### src/rtl/spi_load_sequencer.sv
// spi_load_sequencer: parses SPI frames (command, optional big-endian length,
// payload) and turns payload bytes into sequential memory writes.
// Ports:
//   SPI_Control_CLOCK_50     system clock
//   SPI_Control_RESET_InHigh async active-high reset
//   rx_byte / rx_valid       received byte and its one-cycle strobe
//   ss_active                synchronized frame-open level
//   mem_ready                memory accepts the pending write this cycle
//   wr_en/wr_addr/wr_data    write request (held until mem_ready)
//   wr_is_weight             1 = weight memory, 0 = image buffer
//   frame_done               one-cycle pulse on a successful frame
//   image_loaded             complete image present
//   weight_loaded            complete weight block present
//   err_code                 0 none, 1 bad command, 2 overrun, 3 abort
module spi_load_sequencer #(
  parameter int unsigned IMAGEWIDTH    = 784,
  parameter int unsigned DATAWIDTH_BUS = 8,
  parameter int unsigned ADDRESS_WIDTH = 16
) (
  input  logic                     SPI_Control_CLOCK_50,
  input  logic                     SPI_Control_RESET_InHigh,
  input  logic [DATAWIDTH_BUS-1:0] rx_byte,
  input  logic                     rx_valid,
  input  logic                     ss_active,
  input  logic                     mem_ready,
  output logic                     wr_en,
  output logic [ADDRESS_WIDTH-1:0] wr_addr,
  output logic [DATAWIDTH_BUS-1:0] wr_data,
  output logic                     wr_is_weight,
  output logic                     frame_done,
  output logic                     image_loaded,
  output logic                     weight_loaded,
  output logic [1:0]               err_code
);

  localparam logic [DATAWIDTH_BUS-1:0] CMD_IMAGE  = DATAWIDTH_BUS'(1);
  localparam logic [DATAWIDTH_BUS-1:0] CMD_WEIGHT = DATAWIDTH_BUS'(2);
  localparam logic [1:0] ERR_NONE    = 2'd0;
  localparam logic [1:0] ERR_BAD_CMD = 2'd1;
  localparam logic [1:0] ERR_OVERRUN = 2'd2;
  localparam logic [1:0] ERR_ABORT   = 2'd3;

  typedef enum logic [2:0] {
    S_IDLE, S_CMD, S_LEN_HI, S_LEN_LO, S_DATA, S_DONE, S_DRAIN
  } state_t;

  state_t                   state, state_n;
  logic                     ss_prev;
  logic [ADDRESS_WIDTH-1:0] count, count_n;
  logic [ADDRESS_WIDTH-1:0] len, len_n;
  logic                     wr_en_n, wr_is_weight_n, frame_done_n;
  logic [ADDRESS_WIDTH-1:0] wr_addr_n;
  logic [DATAWIDTH_BUS-1:0] wr_data_n;
  logic                     image_loaded_n, weight_loaded_n;
  logic [1:0]               err_code_n;
  logic                     handshake;
  logic [ADDRESS_WIDTH-1:0] count_inc;

  assign handshake = wr_en & mem_ready;
  assign count_inc = count + ADDRESS_WIDTH'(1);

  // State and output registers
  always_ff @(posedge SPI_Control_CLOCK_50 or posedge SPI_Control_RESET_InHigh) begin
    if (SPI_Control_RESET_InHigh) begin
      state         <= S_IDLE;
      ss_prev       <= 1'b0;
      count         <= '0;
      len           <= '0;
      wr_en         <= 1'b0;
      wr_addr       <= '0;
      wr_data       <= '0;
      wr_is_weight  <= 1'b0;
      frame_done    <= 1'b0;
      image_loaded  <= 1'b0;
      weight_loaded <= 1'b0;
      err_code      <= ERR_NONE;
    end else begin
      state         <= state_n;
      ss_prev       <= ss_active;
      count         <= count_n;
      len           <= len_n;
      wr_en         <= wr_en_n;
      wr_addr       <= wr_addr_n;
      wr_data       <= wr_data_n;
      wr_is_weight  <= wr_is_weight_n;
      frame_done    <= frame_done_n;
      image_loaded  <= image_loaded_n;
      weight_loaded <= weight_loaded_n;
      err_code      <= err_code_n;
    end
  end

  // Next-state and next-output logic
  always_comb begin
    state_n         = state;
    count_n         = count;
    len_n           = len;
    wr_en_n         = wr_en;
    wr_addr_n       = wr_addr;
    wr_data_n       = wr_data;
    wr_is_weight_n  = wr_is_weight;
    frame_done_n    = 1'b0;
    image_loaded_n  = image_loaded;
    weight_loaded_n = weight_loaded;
    err_code_n      = err_code;

    case (state)
      S_IDLE: begin
        wr_en_n = 1'b0;
        if (ss_active && !ss_prev) begin
          state_n    = S_CMD;
          err_code_n = ERR_NONE;
          count_n    = '0;
        end
      end

      S_CMD: begin
        if (!ss_active) begin
          err_code_n = ERR_ABORT;
          state_n    = S_IDLE;
        end else if (rx_valid) begin
          if (rx_byte == CMD_IMAGE) begin
            wr_is_weight_n = 1'b0;
            len_n          = ADDRESS_WIDTH'(IMAGEWIDTH);
            image_loaded_n = 1'b0;
            count_n        = '0;
            state_n        = S_DATA;
          end else if (rx_byte == CMD_WEIGHT) begin
            wr_is_weight_n  = 1'b1;
            weight_loaded_n = 1'b0;
            state_n         = S_LEN_HI;
          end else begin
            err_code_n = ERR_BAD_CMD;
            state_n    = S_DRAIN;
          end
        end
      end

      S_LEN_HI: begin
        if (!ss_active) begin
          err_code_n = ERR_ABORT;
          state_n    = S_IDLE;
        end else if (rx_valid) begin
          len_n   = ADDRESS_WIDTH'({rx_byte, {DATAWIDTH_BUS{1'b0}}});
          state_n = S_LEN_LO;
        end
      end

      S_LEN_LO: begin
        if (!ss_active) begin
          err_code_n = ERR_ABORT;
          state_n    = S_IDLE;
        end else if (rx_valid) begin
          len_n   = len | ADDRESS_WIDTH'(rx_byte);
          count_n = '0;
          if ((len | ADDRESS_WIDTH'(rx_byte)) == '0) begin
            err_code_n = ERR_BAD_CMD;
            state_n    = S_DRAIN;
          end else begin
            state_n = S_DATA;
          end
        end
      end

      S_DATA: begin
        if (!ss_active) begin
          err_code_n = ERR_ABORT;
          wr_en_n    = 1'b0;
          state_n    = S_IDLE;
        end else begin
          if (handshake) begin
            count_n = count_inc;
            wr_en_n = 1'b0;
          end
          // Final handshake wins over a same-cycle byte, which is surplus
          if (handshake && (count == len - ADDRESS_WIDTH'(1))) begin
            state_n      = S_DONE;
            frame_done_n = 1'b1;
            if (wr_is_weight) weight_loaded_n = 1'b1;
            else              image_loaded_n  = 1'b1;
          end else if (rx_valid) begin
            if (wr_en && !mem_ready) begin
              err_code_n = ERR_OVERRUN;
              wr_en_n    = 1'b0;
              state_n    = S_DRAIN;
            end else begin
              wr_en_n   = 1'b1;
              wr_addr_n = handshake ? count_inc : count;
              wr_data_n = rx_byte;
            end
          end
        end
      end

      S_DONE: begin
        state_n = S_DRAIN;
      end

      S_DRAIN: begin
        wr_en_n = 1'b0;
        if (!ss_active) state_n = S_IDLE;
      end

      default: begin
        state_n = S_IDLE;
        wr_en_n = 1'b0;
      end
    endcase
  end

endmodule

### config.mk
export PLATFORM = sky130hd
export DESIGN_NAME = spi_load_sequencer
export DESIGN_NICKNAME = d
export VERILOG_FILES = /design/src/rtl/spi_load_sequencer.sv
export SDC_FILE = /design/constraint.sdc
export NUM_CORES = 1
export LEC_CHECK = 0
export ABC_AREA = 1
export ABC_CLOCK_PERIOD_IN_PS = 4300
export CAP_MARGIN = 20
export CORE_ASPECT_RATIO = 1.25
export CORE_MARGIN = 3
export CORE_UTILIZATION = 55
export CTS_CLUSTER_DIAMETER = 120
export DETAILED_ROUTE_END_ITERATION = 10
export DONT_BUFFER_PORTS = 1
export PLACE_DENSITY = 0.7
export SYNTH_ARGS = -nofsm -noshare
export SYNTH_HDL_FRONTEND = slang
export SYNTH_SLANG_ARGS = --single-unit
### constraint.sdc
create_clock -name SPI_Control_CLOCK_50 -period 4.3 [get_ports SPI_Control_CLOCK_50]
set_clock_uncertainty 0.15 [all_clocks]
set_input_delay 1.075 -clock SPI_Control_CLOCK_50 [delete_from_list [all_inputs] [get_ports SPI_Control_CLOCK_50]]
set_output_delay 1.075 -clock SPI_Control_CLOCK_50 [all_outputs]
set_load 0.01 [all_outputs]
---- After elaboration in Yosys (flattened, before gate mapping) ----
Cells that the tools add are included.
storage, ports and cells
  register bits ........................... 67
  latch bits .............................. 0
  RAM bits ................................ 0
  bits in read-only memories .............. 0
  input bits .............................. 13
  output and inout port bits .............. 31
  word-level logic and storage cells ...... 148
  memories ................................ 0
operators by class
  add/sub/neg operators ................... 2
  multipliers ............................. 0
  div/mod/pow operators ................... 0
  magnitude comparators ................... 0
  equal/unequal tests ..................... 36
  shifts and indexed selects .............. 0
  multiplexer cells ....................... 73
  bitwise operators ....................... 4
  reduce and logical (&&, ||, !) cells .... 21
operators by type and width
  cell                     count
  $mux W16                 15
  $pmux W16 S4             1
  $pmux W16 S3             1
  $mux W3                  14
  $ne A2 B2 Y1 const B     16
  $mux W2                  14
  $ne A3 B3 Y1 const B     9
  $reduce_and A8 Y1        3
  $mux W1                  23
  $pmux W3 S7              1
  $add A16 B1 Y16 const B  1
  $eq A16 B16 Y1           1
  $logic_not A16 Y1        1
  $or A16 B8 Y16           1
  $sub A16 B1 Y16 const B  1
  $reduce_and A7 Y1        2
  $reduce_and A11 Y1       1
  $pmux W2 S5              1
  $eq A3 B3 Y1 const B     3
  $eq A8 B1 Y1 const B     1
  $eq A8 B2 Y1 const B     1
  $ne A4 B4 Y1 const B     2
  $eq A3 B2 Y1 const B     2
  $pmux W1 S2              3
  13 further kinds         18

---- Longest topological paths before layout ----
Gate-level depths: netlist (run 1).
  depth after elaboration ................. 7
  mapped depth ............................ 17
  depth with buffers taken out ............ 17

---- Least setup slack after synthesis (run 1) ----
Ideal clock, no wire load.
  kind .................................... in2reg
  start ................................... input port rx_byte[4]
  end ..................................... register count[0]
  setup time .............................. 135 ps
  arrival time ............................ 2,376 ps
  data required time ...................... 4,015 ps
  path slack .............................. 1,639 ps
  cell stages on the path ................. 7
  path buffers ............................ 1
  cell sequence ........................... nor4_2 > nand4_1 > o21ai_2 > nand2_1 > nor3_4 > buf_2 > o22ai_1
on the way
  word-level cells in the longest chain between the ends .. 3
RTL lines
  element                      RTL line  text
  start, declared              22        input logic [DATAWIDTH_BUS-1:0] rx_byte,
  $eq A8 B1 Y1                 122       if (rx_byte == CMD_IMAGE) begin
  $ne A2 B2 Y1 (no line)       --
  $reduce_and A8 Y1 (no line)  --
  end signal, assigned         80        count <= count_n;
  end, declared                49        logic [ADDRESS_WIDTH-1:0] count, count_n;
No other way between the ends.
A chain may end at the register's enable or synchronous reset.

---- Worst setup path in the final report (run 1) ----
  start ................................... register len[0]
  end ..................................... register wr_addr[14]
on the way
  word-level cells in the longest chain between the ends .. 5
RTL lines
  element                      RTL line  text
  start, declared              50        logic [ADDRESS_WIDTH-1:0] len, len_n;
  start signal, assigned       81        len <= len_n;
  $sub A16 B1 Y16              176       if (handshake && (count == len - ADDRESS_WIDTH'(1))) begin
  $eq A16 B16 Y1               176
  $logic_and A1 B1 Y1          176
  $not A1 Y1 (no line)         --
  $reduce_and A5 Y1 (no line)  --
  end signal, assigned         83        wr_addr <= wr_addr_n;
  end, declared                27        output logic [ADDRESS_WIDTH-1:0] wr_addr,
No other way between the ends.

==> run metrics, run 1 <==
Worst Setup Start Kind flop; worst setup path class reg -> reg; GP Congestion 0.959; Warnings, synthesis 0; Arr. time, crit path 3.02 ns; # rows 34; HPWL after DPL 7.47 mm; Die ar. 8340 sq um; Clock Path Buffers 2; Slew Viols, Final 0; Worst-Margin Slew 0.767 ns; post-cts sizing count 0; first-pass GRT wire length 16.5 mm; Cell Chain, Critical Path inv_1 -> ha_1 -> nand2_2 -> nor2_1 -> nand3_1 -> xor2_1 -> nand2_1 -> nor2_2 -> nand3_2 -> nand3_2 -> buf_4 -> o21ai_0; clock net sink count 67; clock-pin transition on the worst setup and hold timing paths 0.08 ns; core area 7020 sq um; area delta synth->final 6.10%; Finished Core Util 60.5%; 1st-pass router iterations 4; ys async rst share 100%; ant diodes 0; Final Setup Violations 0; most frequent cell after synthesis nand2_1; CP peak stage delay 0.45 ns; DR DRC count 0; vias in the first global route 3473; total CTS buffers 9; Setup Buffers After CTS 0; number of synthesized flops with an enable pin 0; top cells by area, synth dfrtp_1 (42%), nand2_1 (12%), inv_1 (6.9%); largest net degree at the start of global routing 51; Routed WL 9.75 mm; R2R Setup Slk 1.33 ns; pwr/cell area 655 nW/um^2; Synth top cells by count nand2_1 (127), inv_1 (73), dfrtp_1 (67), nor2_1 (54); Peak supply drop 0.371 mV; port buffer count 0; Syn Nets 539; RSZ-0062 raised after global routing no; Lkg Pwr 2.02 nW; synthesized flop and latch total 67; Fmax 337 MHz; Die H 101 microns; final setup TNS 0 ns; Initial Utilization 57.0%; initial antenna violation count 0; Design Area, Final 4240 sq um; Distinct cells, synth 36; Synth area leader dfrtp_1; worst hold path class reg -> reg; Main synth FF type dfrtp_1; Cell Area, Placed 4050 sq um; root buffer cell clkbuf_8; via count 3379; Antenna Nets Post-Route 0; worst skew pair latency 0.34 ns; total congestion overflow 0; Worst slew margin 48.7%; critical path peak fanout 48; starting DRC count in detailed routing 154; outcome finished, final reports clean; Final nets 541; final worst-path cycle share 69.0%; crit path time final 2.97 ns; Mapped Area 4000 sq um; endpoint class of the critical path flop; GRT Total Usage 26.2%; DR WL/cell 15.7 microns; final hold slack 0.382 ns; Seq/Total Area, Yosys 41.9%; CTS H-tree lvls 3; Ports 44; Post-CTS Hold Buffers 0; Die Wd 82.3 microns; maxcap violations 0; Syn Inst Count 524; CTS tree built; CP max-delay cell buf_4; Avg Cell Area, Syn 7.63 sq um; share of cells above drive strength 1 9.79%; Top cell by count, worst path nand3_2; Hold Violations, Final 0; Req. time, crit path 4.36 ns; DR vias/cell 5.44; # fillers 673; Synth top area share 41.9%
==> worst max-delay path: cells and delay by family, from the launching register on <==
family	cells	cell delay, ns
adders and majority gates	1	0.30
buffers and inverters	2	0.60
and+or+nand+nor	7	1.07
AOI/OAI and AO/OA	1	0.16
DFF	1	0.38
xor gates and xnor gates	1	0.14
==> cells by family after synthesis <==
group                      synth area share [%]
AOI/OAI and AO/OA                          12.5
xor gates and xnor gates                   6.69
adders and majority gates                 0.625
buffers and inverters                      8.85
DFF                                        41.9
and+or+nand+nor                            29.4
==> stage by stage <==
stage	total power [mW]	setup WS, ns	cells
after floorplan	2.01	1.39	524
after global placement	2.25	1.19	605
after detailed placement	2.28	1.19	605
after CTS	2.80	1.28	621
after global routing	3.04	1.10	621
final	2.78	1.33	621
==> metal layers <==
layer	routed length, microns	up-vias	share of wire, %	track usage [%]
met3	455	27	4.7	4.80
met2	5100	84	52	46.2
li1	-	1695	-	-
met4	389	0	4.0	13.6
met5	0	-	0	0
met1	3810	1573	39	29.5
==> power breakdown <==
group | internal [mW] | total (mW) | leakage, nW | switching, mW
clock network | 0.265 | 0.519 | 0.0950 | 0.254
logic | 0.428 | 1.24 | 1.04 | 0.807
registers | 0.803 | 1.02 | 0.891 | 0.222
total | 1.50 | 2.78 | 2.02 | 1.28
==> flip-flops by register name (all words and copies together), names as in the netlist, 2 cells and up <==
name,count
wr_addr,16
len,16
wr_data,8
state,3
count,16
err_code,2
==> cell type report <==
cell class / instances / area (sq um) / share of cell area, %
Inverter: 74 / 278 / 6.54
Timing Repair Buffer: 2 / 15.0 / 0.354
Sequential cell: 67 / 1680 / 39.5
Clock inverter: 7 / 68.8 / 1.62
Tap cell: 90 / 113 / 2.65
Multi-Input combinational cell: 372 / 1970 / 46.4
Clock buffer: 9 / 124 / 2.92
==> worst paths after layout <==
| check | from | endpoint | cells past startpoint |
|---|---|---|---|
| max | len[0] | wr_addr[14] | 12 |
| min | state[1] | state[1] | 2 |
| max reg2reg | len[0] | wr_addr[14] | 12 |
| min reg2reg | state[1] | state[1] | 2 |
| max in group asynchronous | SPI_Control_RESET_InHigh | count[11] | 2 |
| min in group asynchronous | SPI_Control_RESET_InHigh | wr_en | 1 |
==> cell usage in the layout (no fill, tap or decap), types with 4 or more instances in the layout <==
cell type,netlist,final
nand2_1,127,127
inv_1,73,72
dfrtp_1,67,67
nor2_1,54,54
o21ai_0,32,32
nand3_1,32,32
xor2_1,25,25
o22ai_1,17,17
o21ai_2,13,13
nor3_1,13,13
a21oi_1,11,11
clkbuf_8,0,9
o21ai_1,7,7
nand4_1,6,6
nor2_2,5,5
nand3b_1,4,4
Power figures use the tool's default switching activity.
==> inputs of run 2 (changes only) <==
--- a/config.mk
+++ b/config.mk
@@ -6,7 +6,7 @@
 export NUM_CORES = 1
 export LEC_CHECK = 0
 export ABC_AREA = 1
-export ABC_CLOCK_PERIOD_IN_PS = 4300
+export ABC_CLOCK_PERIOD_IN_PS = 2400
 export CAP_MARGIN = 20
 export CORE_ASPECT_RATIO = 1.25
 export CORE_MARGIN = 3
@@ -14,7 +14,7 @@
 export CTS_CLUSTER_DIAMETER = 120
 export DETAILED_ROUTE_END_ITERATION = 10
 export DONT_BUFFER_PORTS = 1
-export PLACE_DENSITY = 0.7
+export PLACE_DENSITY = 0.73
 export SYNTH_ARGS = -nofsm -noshare
 export SYNTH_HDL_FRONTEND = slang
 export SYNTH_SLANG_ARGS = --single-unit
==> constraint.sdc (replaced) <==
create_clock -name SPI_Control_CLOCK_50 -period 2.4 [get_ports SPI_Control_CLOCK_50]
set_clock_uncertainty 0.15 [all_clocks]
set_input_delay 0.6 -clock SPI_Control_CLOCK_50 [delete_from_list [all_inputs] [get_ports SPI_Control_CLOCK_50]]
set_output_delay 0.6 -clock SPI_Control_CLOCK_50 [all_outputs]
set_load 0.01 [all_outputs]
==> run 2 against run 1 <==
Net effect: flip-flop and latch count unchanged; sequential power up 78%; sequential share of layout area down 3.3 points; final area up 9.1%; largest cell class unchanged; non-clock buffer count up 25; routed wire length up 1.1%; core utilization up 5.5 points; highest routed layer unchanged.
==> run metrics, run 2 (synthesized netlist as in run 1, its figures left out) <==
Peak supply drop 0.714 mV (+93%); CP Buf/Inv Count 0 (-2); 1st-pass router iterations 4 (unchanged); largest registers count x16, len x16, wr_addr x16; Fmax 428 MHz (+27%); Die ar. 8340 sq um (unchanged); Seq pwr share 32.8% (-4.1 points); Overall Power 5.55 mW (+100%); area delta synth->final 15.7%; outcome finished, final reports clean; GRT Total Usage 26.1% (-0.085 points); Switching Fraction 43.0% (-3.1 points); port buffer count 0 (unchanged); commonest non-fill, non-tap cell in the layout nand2_1; Initial Utilization 57.0% (unchanged); # fillers 616 (-8.5%); final worst-path cycle share 97.3% (+28 points); ant diodes 0 (unchanged); Ports 44 (unchanged); first-pass GRT wire length 16.4 mm (-0.50%); Final Setup Violations 0 (unchanged); Hold Violations, Final 0 (unchanged); Gate power share 46.7% (+2.3 points); share of cells above drive strength 1 16.5% (+6.8 points); HPWL after DPL 7.49 mm (+0.20%); worst skew pair latency 0.35 ns (about the same); pwr/cell area 1200 nW/um^2 (+83%); clock net sink count 67 (unchanged); maxcap violations 0 (unchanged); placed instance count 626 (+3.5%); total congestion overflow 0 (unchanged); Slew Viols, Final 0 (unchanged); Die H 101 microns (unchanged); RSZ-0062 raised after global routing yes; crit path time final 2.34 ns (-0.631 ns); vias in the first global route 3519 (+1.3%); clock-pin transition on the worst setup and hold timing paths 0.08 ns (about the same); CTS tree built; Final nets 566 (+4.6%); Cell Chain, Critical Path nor2_2 -> nand2_2 -> nor2_4 -> nand2_1 -> nand2_1 -> nand2_1 -> nor2_1 -> nand2_1 -> nor2_2 -> nand3_4 -> nand2_4 -> nand2_2 -> nand2_2 -> nand2_2 -> nand2_1 -> nand2_1; via count 3490 (+3.3%); DR WL/cell 15.3 microns (-2.8%); clock share of power 20.6% (+1.9 points); Top cell by count, worst path nand2_1; total CTS buffers 9 (unchanged); worst hold path class in -> async; DR DRC count 0 (unchanged); DR vias/cell 5.40 (-0.71%); final hold slack 0.0645 ns (-0.318 ns); CP top delay family simple AND/OR/NAND/NOR gates; Clock Path Buffers 2 (unchanged); root buffer cell clkbuf_8; Pint 3.16 mW (+110%); Net Sw Power 2.39 mW (+86%); Worst Setup Start Kind flop; most frequent cells in the layout nand2_1 (120), inv_1 (70), dfrtp_1 (67); Worst-Margin Slew 0.488 ns (-0.278 ns); Req. time, crit path 2.49 ns (-1.87 ns); starting DRC count in detailed routing 192 (+25%); Lkg Pwr 2.20 nW (+8.8%); Routed WL 9.86 mm (+1.1%); Worst slew margin 67.1% (+18 points); core area 7020 sq um (unchanged); Die Wd 82.3 microns (unchanged); Antenna Nets Post-Route 0 (unchanged); GP Congestion 0.909 (-5.2%); endpoint class of the critical path flop; Arr. time, crit path 2.43 ns (-0.59 ns); Layout Cells excl Fill 646 (+4.0%); critical path peak fanout 7 (-85%); worst setup path class reg -> reg; CP max-delay cell dfrtp_1; CTS H-tree lvls 3 (unchanged); initial antenna violation count 0 (unchanged); CP peak stage delay 0.45 ns (about the same); largest net degree at the start of global routing 68 (+33%); # rows 34 (unchanged)
## run 2: cell count changes in the layout (fill, tap and decap cells not counted), sizes merged
cell / delta
buf: +25
clkinv: -1
bufinv: +2
inv: -1
## run 2: cell type report
class	instances	area, sq um	share of cell area [%]
Clock buffer	9	124	2.68
Sequential cell	67	1680	36.2
Inverter	74	282	6.08
Timing Repair Buffer	27	269	5.81
Clock inverter	7	116	2.51
Multi-Input combinational cell	372	2050	44.3
Tap cell	90	113	2.43
## run 2: per-stage QoR
stage	area (sq um)	worst slack, ns	utilization (%)	setup TNS [ns]
6_report	4630	0.0642	66.0	0
5_1_grt	4630	-0.109	66.0	-1.65
4_1_cts	4550	0.0234	64.9	0
3_5_place_dp	4280	-0.132	60.9	-1.03
3_3_place_gp	4280	0.00577	60.9	0
2_1_floorplan	4000	0.214	-	0
## run 2: routing by layer
metal  GRT usage (%)  routed length, microns  up-vias  part of all wire (%)
li1                -                       -     1743                     -
met5               0                       0        -                     0
met2            45.0                    5030      103                    51
met4            15.3                     479        0                   4.9
met1            29.1                    3900     1607                    40
met3            5.52                     452       37                   4.6
## run 2: worst paths after layout
path,start,end,slack (ns),cells past startpoint
worst min register to register,state[1],state[1],0.38,2
max in group asynchronous,SPI_Control_RESET_InHigh,wr_addr[0],1.77,2
worst min-delay path,SPI_Control_RESET_InHigh,count[11],0.06,2
min in group SPI_Control_CLOCK_50,ss_active,ss_prev,0.12,0
worst max-delay path,len[5],state[2],0.06,16
worst max register to register,len[5],state[2],0.06,16
## run 2: power by group through the flow
stage | clock network (mW) | logic (mW) | registers (mW)
6_report | 1.14 | 2.59 | 1.82
5_1_grt | 1.22 | 2.92 | 1.87
4_1_cts | 1.15 | 2.50 | 1.82
3_5_place_dp | 0 | 2.44 | 1.83
3_3_place_gp | 0 | 2.40 | 1.83
2_1_floorplan | 0 | 1.84 | 1.76
## run 2: what timing repair did
action                                  4_1_cts  5_1_grt
resized for setup                             8       15
setup buffers                                 1        3
endpoints found under the setup margin       27       29
pin swaps                                     3        6
hold buffers                                  0        0
## run 2: worst register-to-register path, stage by stage, from the launching register on
cell,delay [ns]
dfrtp_1,0.45
nor2_2,0.21
nand2_2,0.08
nor2_4,0.17
nand2_1,0.07
nand2_1,0.06
nand2_1,0.04
nor2_1,0.13
nand2_1,0.08
nor2_2,0.16
nand3_4,0.18
nand2_4,0.14
nand2_2,0.05
nand2_2,0.09
nand2_2,0.06
nand2_1,0.06
nand2_1,0.05
==> inputs of run 3 (changes only) <==
--- a/config.mk
+++ b/config.mk
@@ -10,11 +10,10 @@
 export CAP_MARGIN = 20
 export CORE_ASPECT_RATIO = 1.25
 export CORE_MARGIN = 3
-export CORE_UTILIZATION = 55
+export CORE_UTILIZATION = 51
 export CTS_CLUSTER_DIAMETER = 120
 export DETAILED_ROUTE_END_ITERATION = 10
-export DONT_BUFFER_PORTS = 1
-export PLACE_DENSITY = 0.73
+export PLACE_DENSITY = 0.76
 export SYNTH_ARGS = -nofsm -noshare
 export SYNTH_HDL_FRONTEND = slang
 export SYNTH_SLANG_ARGS = --single-unit
==> constraint.sdc (replaced) <==
create_clock -name SPI_Control_CLOCK_50 -period 2.4 [get_ports SPI_Control_CLOCK_50]
set_clock_uncertainty 0.15 [all_clocks]
set_input_delay 0.36 -clock SPI_Control_CLOCK_50 [delete_from_list [all_inputs] [get_ports SPI_Control_CLOCK_50]]
set_output_delay 0.36 -clock SPI_Control_CLOCK_50 [all_outputs]
set_load 0.01 [all_outputs]
==> run 3 against run 2 <==
Net effect: the flow now finishes with violations (negative setup slack); critical path type unchanged; via count grew 13%; final area up 17%; combinational power is 31% higher; die area increased by 7.3%; total power up 14%; setup slack lost 0.094 ns; sequential power is 4% lower; worst hold slack improved by 0.10 ns.
==> run metrics, run 3 (synthesized netlist as in run 1, its figures left out) <==
endpoint class of the critical path flop; total congestion overflow 0 (unchanged); # fillers 561 (-8.9%); commonest non-fill, non-tap cell in the layout nand2_1; Worst Setup Start Kind flop; Final nets 636 (+12%); pwr/cell area 1160 nW/um^2 (-3.1%); via count 3934 (+13%); Cell Chain, Critical Path inv_2 -> ha_4 -> buf_6 -> inv_1 -> nand2_1 -> nand2_1 -> xor2_1 -> nor2_1 -> nand2_1 -> nor3_4 -> nand3_4 -> nand3_4 -> buf_12 -> clkbuf_16 -> nand2_1 -> o21ai_1; Fmax 412 MHz (-3.9%); CP max-delay cell dfrtp_1; Final WS setup -0.0294 ns (-0.0936 ns); CP peak stage delay 0.40 ns (-0.05 ns); Hold Violations, Final 0 (unchanged); most frequent cells in the layout nand2_1 (118), inv_1 (70), dfrtp_1 (61); Top cell by count, worst path nand2_1; Slew Viols, Final 0 (unchanged); clock-pin transition on the worst setup and hold timing paths 0.08 ns (about the same); worst skew pair latency 0.36 ns (about the same); Initial Utilization 53.4% (-3.6 points); GP Congestion 0.952 (+4.7%); ant diodes 0 (unchanged); DR DRC count 0 (unchanged); CTS tree built; HPWL after DPL 8.03 mm (+7.3%); first-pass GRT wire length 17.6 mm (+7.2%); Register Area 1680 sq um (+0.45%); initial antenna violation count 0 (unchanged); CP Buf/Inv Count 5 (+5); worst setup path class reg -> reg; root buffer cell clkbuf_8; Peak supply drop 0.791 mV (+11%); outcome finished, violations left; Final Setup Violations 3 (+3); Routed WL 11.5 mm (+16%); total CTS buffers 9 (unchanged); Clock Path Buffers 2 (unchanged); violated checks negative setup slack; share of cells above drive strength 1 20.9% (+4.4 points); crit path time final 2.43 ns (+0.0936 ns); Worst slew margin 65.0% (-2.2 points); Design Area, Final 5430 sq um (+17%); port buffer count 43 (+43); starting DRC count in detailed routing 283 (+47%); Arr. time, crit path 2.56 ns (+0.13 ns); final worst-path cycle share 101% (+3.9 points); # rows 35 (+2.9%); largest net degree at the start of global routing 39 (-43%); area delta synth->final 35.6%; final setup TNS -0.0550 ns (-0.0550 ns); core area 7490 sq um (+6.7%); Die Wd 85.2 microns (+3.6%); Layout Cells excl Fill 718 (+11%); Req. time, crit path 2.53 ns (+0.04 ns); Antenna Nets Post-Route 0 (unchanged); vias in the first global route 3818 (+8.5%); DR vias/cell 5.48 (+1.4%); placed instance count 688 (+9.9%); worst hold path class in -> async; Die ar. 8950 sq um (+7.3%); GRT Total Usage 24.7% (-1.4 points); largest registers count x16, len x16, wr_addr x16; critical path peak fanout 9 (+2); Worst-Margin Slew 0.520 ns (+0.0314 ns); 1st-pass router iterations 5 (+1); DR WL/cell 16.0 microns (+4.5%); Multi-input gate area 2100 sq um (+2.3%); clock net sink count 67 (unchanged); CP top delay family simple AND/OR/NAND/NOR gates; Die H 105 microns (+3.6%); RSZ-0062 raised after global routing yes; CTS H-tree lvls 3 (unchanged); Lkg Pwr 2.54 nW (+15%); Cell Area, Placed 4820 sq um (+13%); Ports 44 (unchanged); maxcap violations 0 (unchanged)
==> run 3: cell count changes in the layout (fill, tap and decap cells not counted), moves of 4 or more <==
cell and delta:
buf_4 +18, clkbuf_16 +4, clkdlybuf4s50_1 +43, dfrtp_1 -6, dfrtp_2 +6, nor2_4 +4
==> run 3: repair_timing <==
action | CTS | global route
hold buffers | 0 | 0
resized for setup | 2 | 47
setup buffers | 0 | 8
cloned | 0 | 6
pin swaps | 0 | 2
setup endpoints to repair | 11 | 31
==> run 3: cell type report <==
type                       count  share of cell area, %
clock buffer                   9                   2.28
tap                           92                   2.12
sequential                    67                   31.0
inverter                      74                   5.12
timing repair buffer          97                   18.5
multi-input combinational    372                   38.7
clock inverter                 7                   2.28
==> run 3: final timing paths <==
kind / startpoint / cells past startpoint / slack [ns] / endpoint
min in group SPI_Control_CLOCK_50: wr_data[6] / 2 / 0.34 / wr_data[6]
hold reg to reg: wr_data[6] / 2 / 0.34 / wr_data[6]
max in group asynchronous: SPI_Control_RESET_InHigh / 3 / 1.31 / len[4]
setup / recovery: len[0] / 16 / -0.03 / wr_addr[6]
setup reg to reg: len[0] / 16 / -0.03 / wr_addr[6]
hold / removal: SPI_Control_RESET_InHigh / 2 / 0.17 / err_code[0]
==> run 3: power breakdown <==
| part | switching (mW) | internal, mW | leakage (nW) | total (mW) |
|---|---|---|---|---|
| combinational | 1.87 | 1.51 | 1.54 | 3.38 |
| clock | 0.479 | 0.699 | 0.120 | 1.18 |
| sequential | 0.304 | 1.45 | 0.882 | 1.75 |
| total | 2.65 | 3.65 | 2.54 | 6.30 |
==> run 3: per-layer routing <==
layer	up-vias	global-route usage, %	part of all wire [%]
met3	41	5.84	5.8
met1	1847	28.1	37
li1	1886	-	-
met5	-	0	0
met2	160	42.6	52
met4	0	12.4	4.5
==> run 3: through the flow <==
step                      utilization [%]  hold WS [ns]  worst slack (ns)  total power, mW
after floorplan                         -         0.241             0.207             3.60
after global placement               64.4         0.315           -0.0740             4.64
after detailed placement             64.4         0.322            -0.130             4.70
after CTS                            67.8         0.174            0.0242             5.92
after global routing                 72.4         0.192            -0.148             6.76
final                                72.4         0.169           -0.0294             6.30
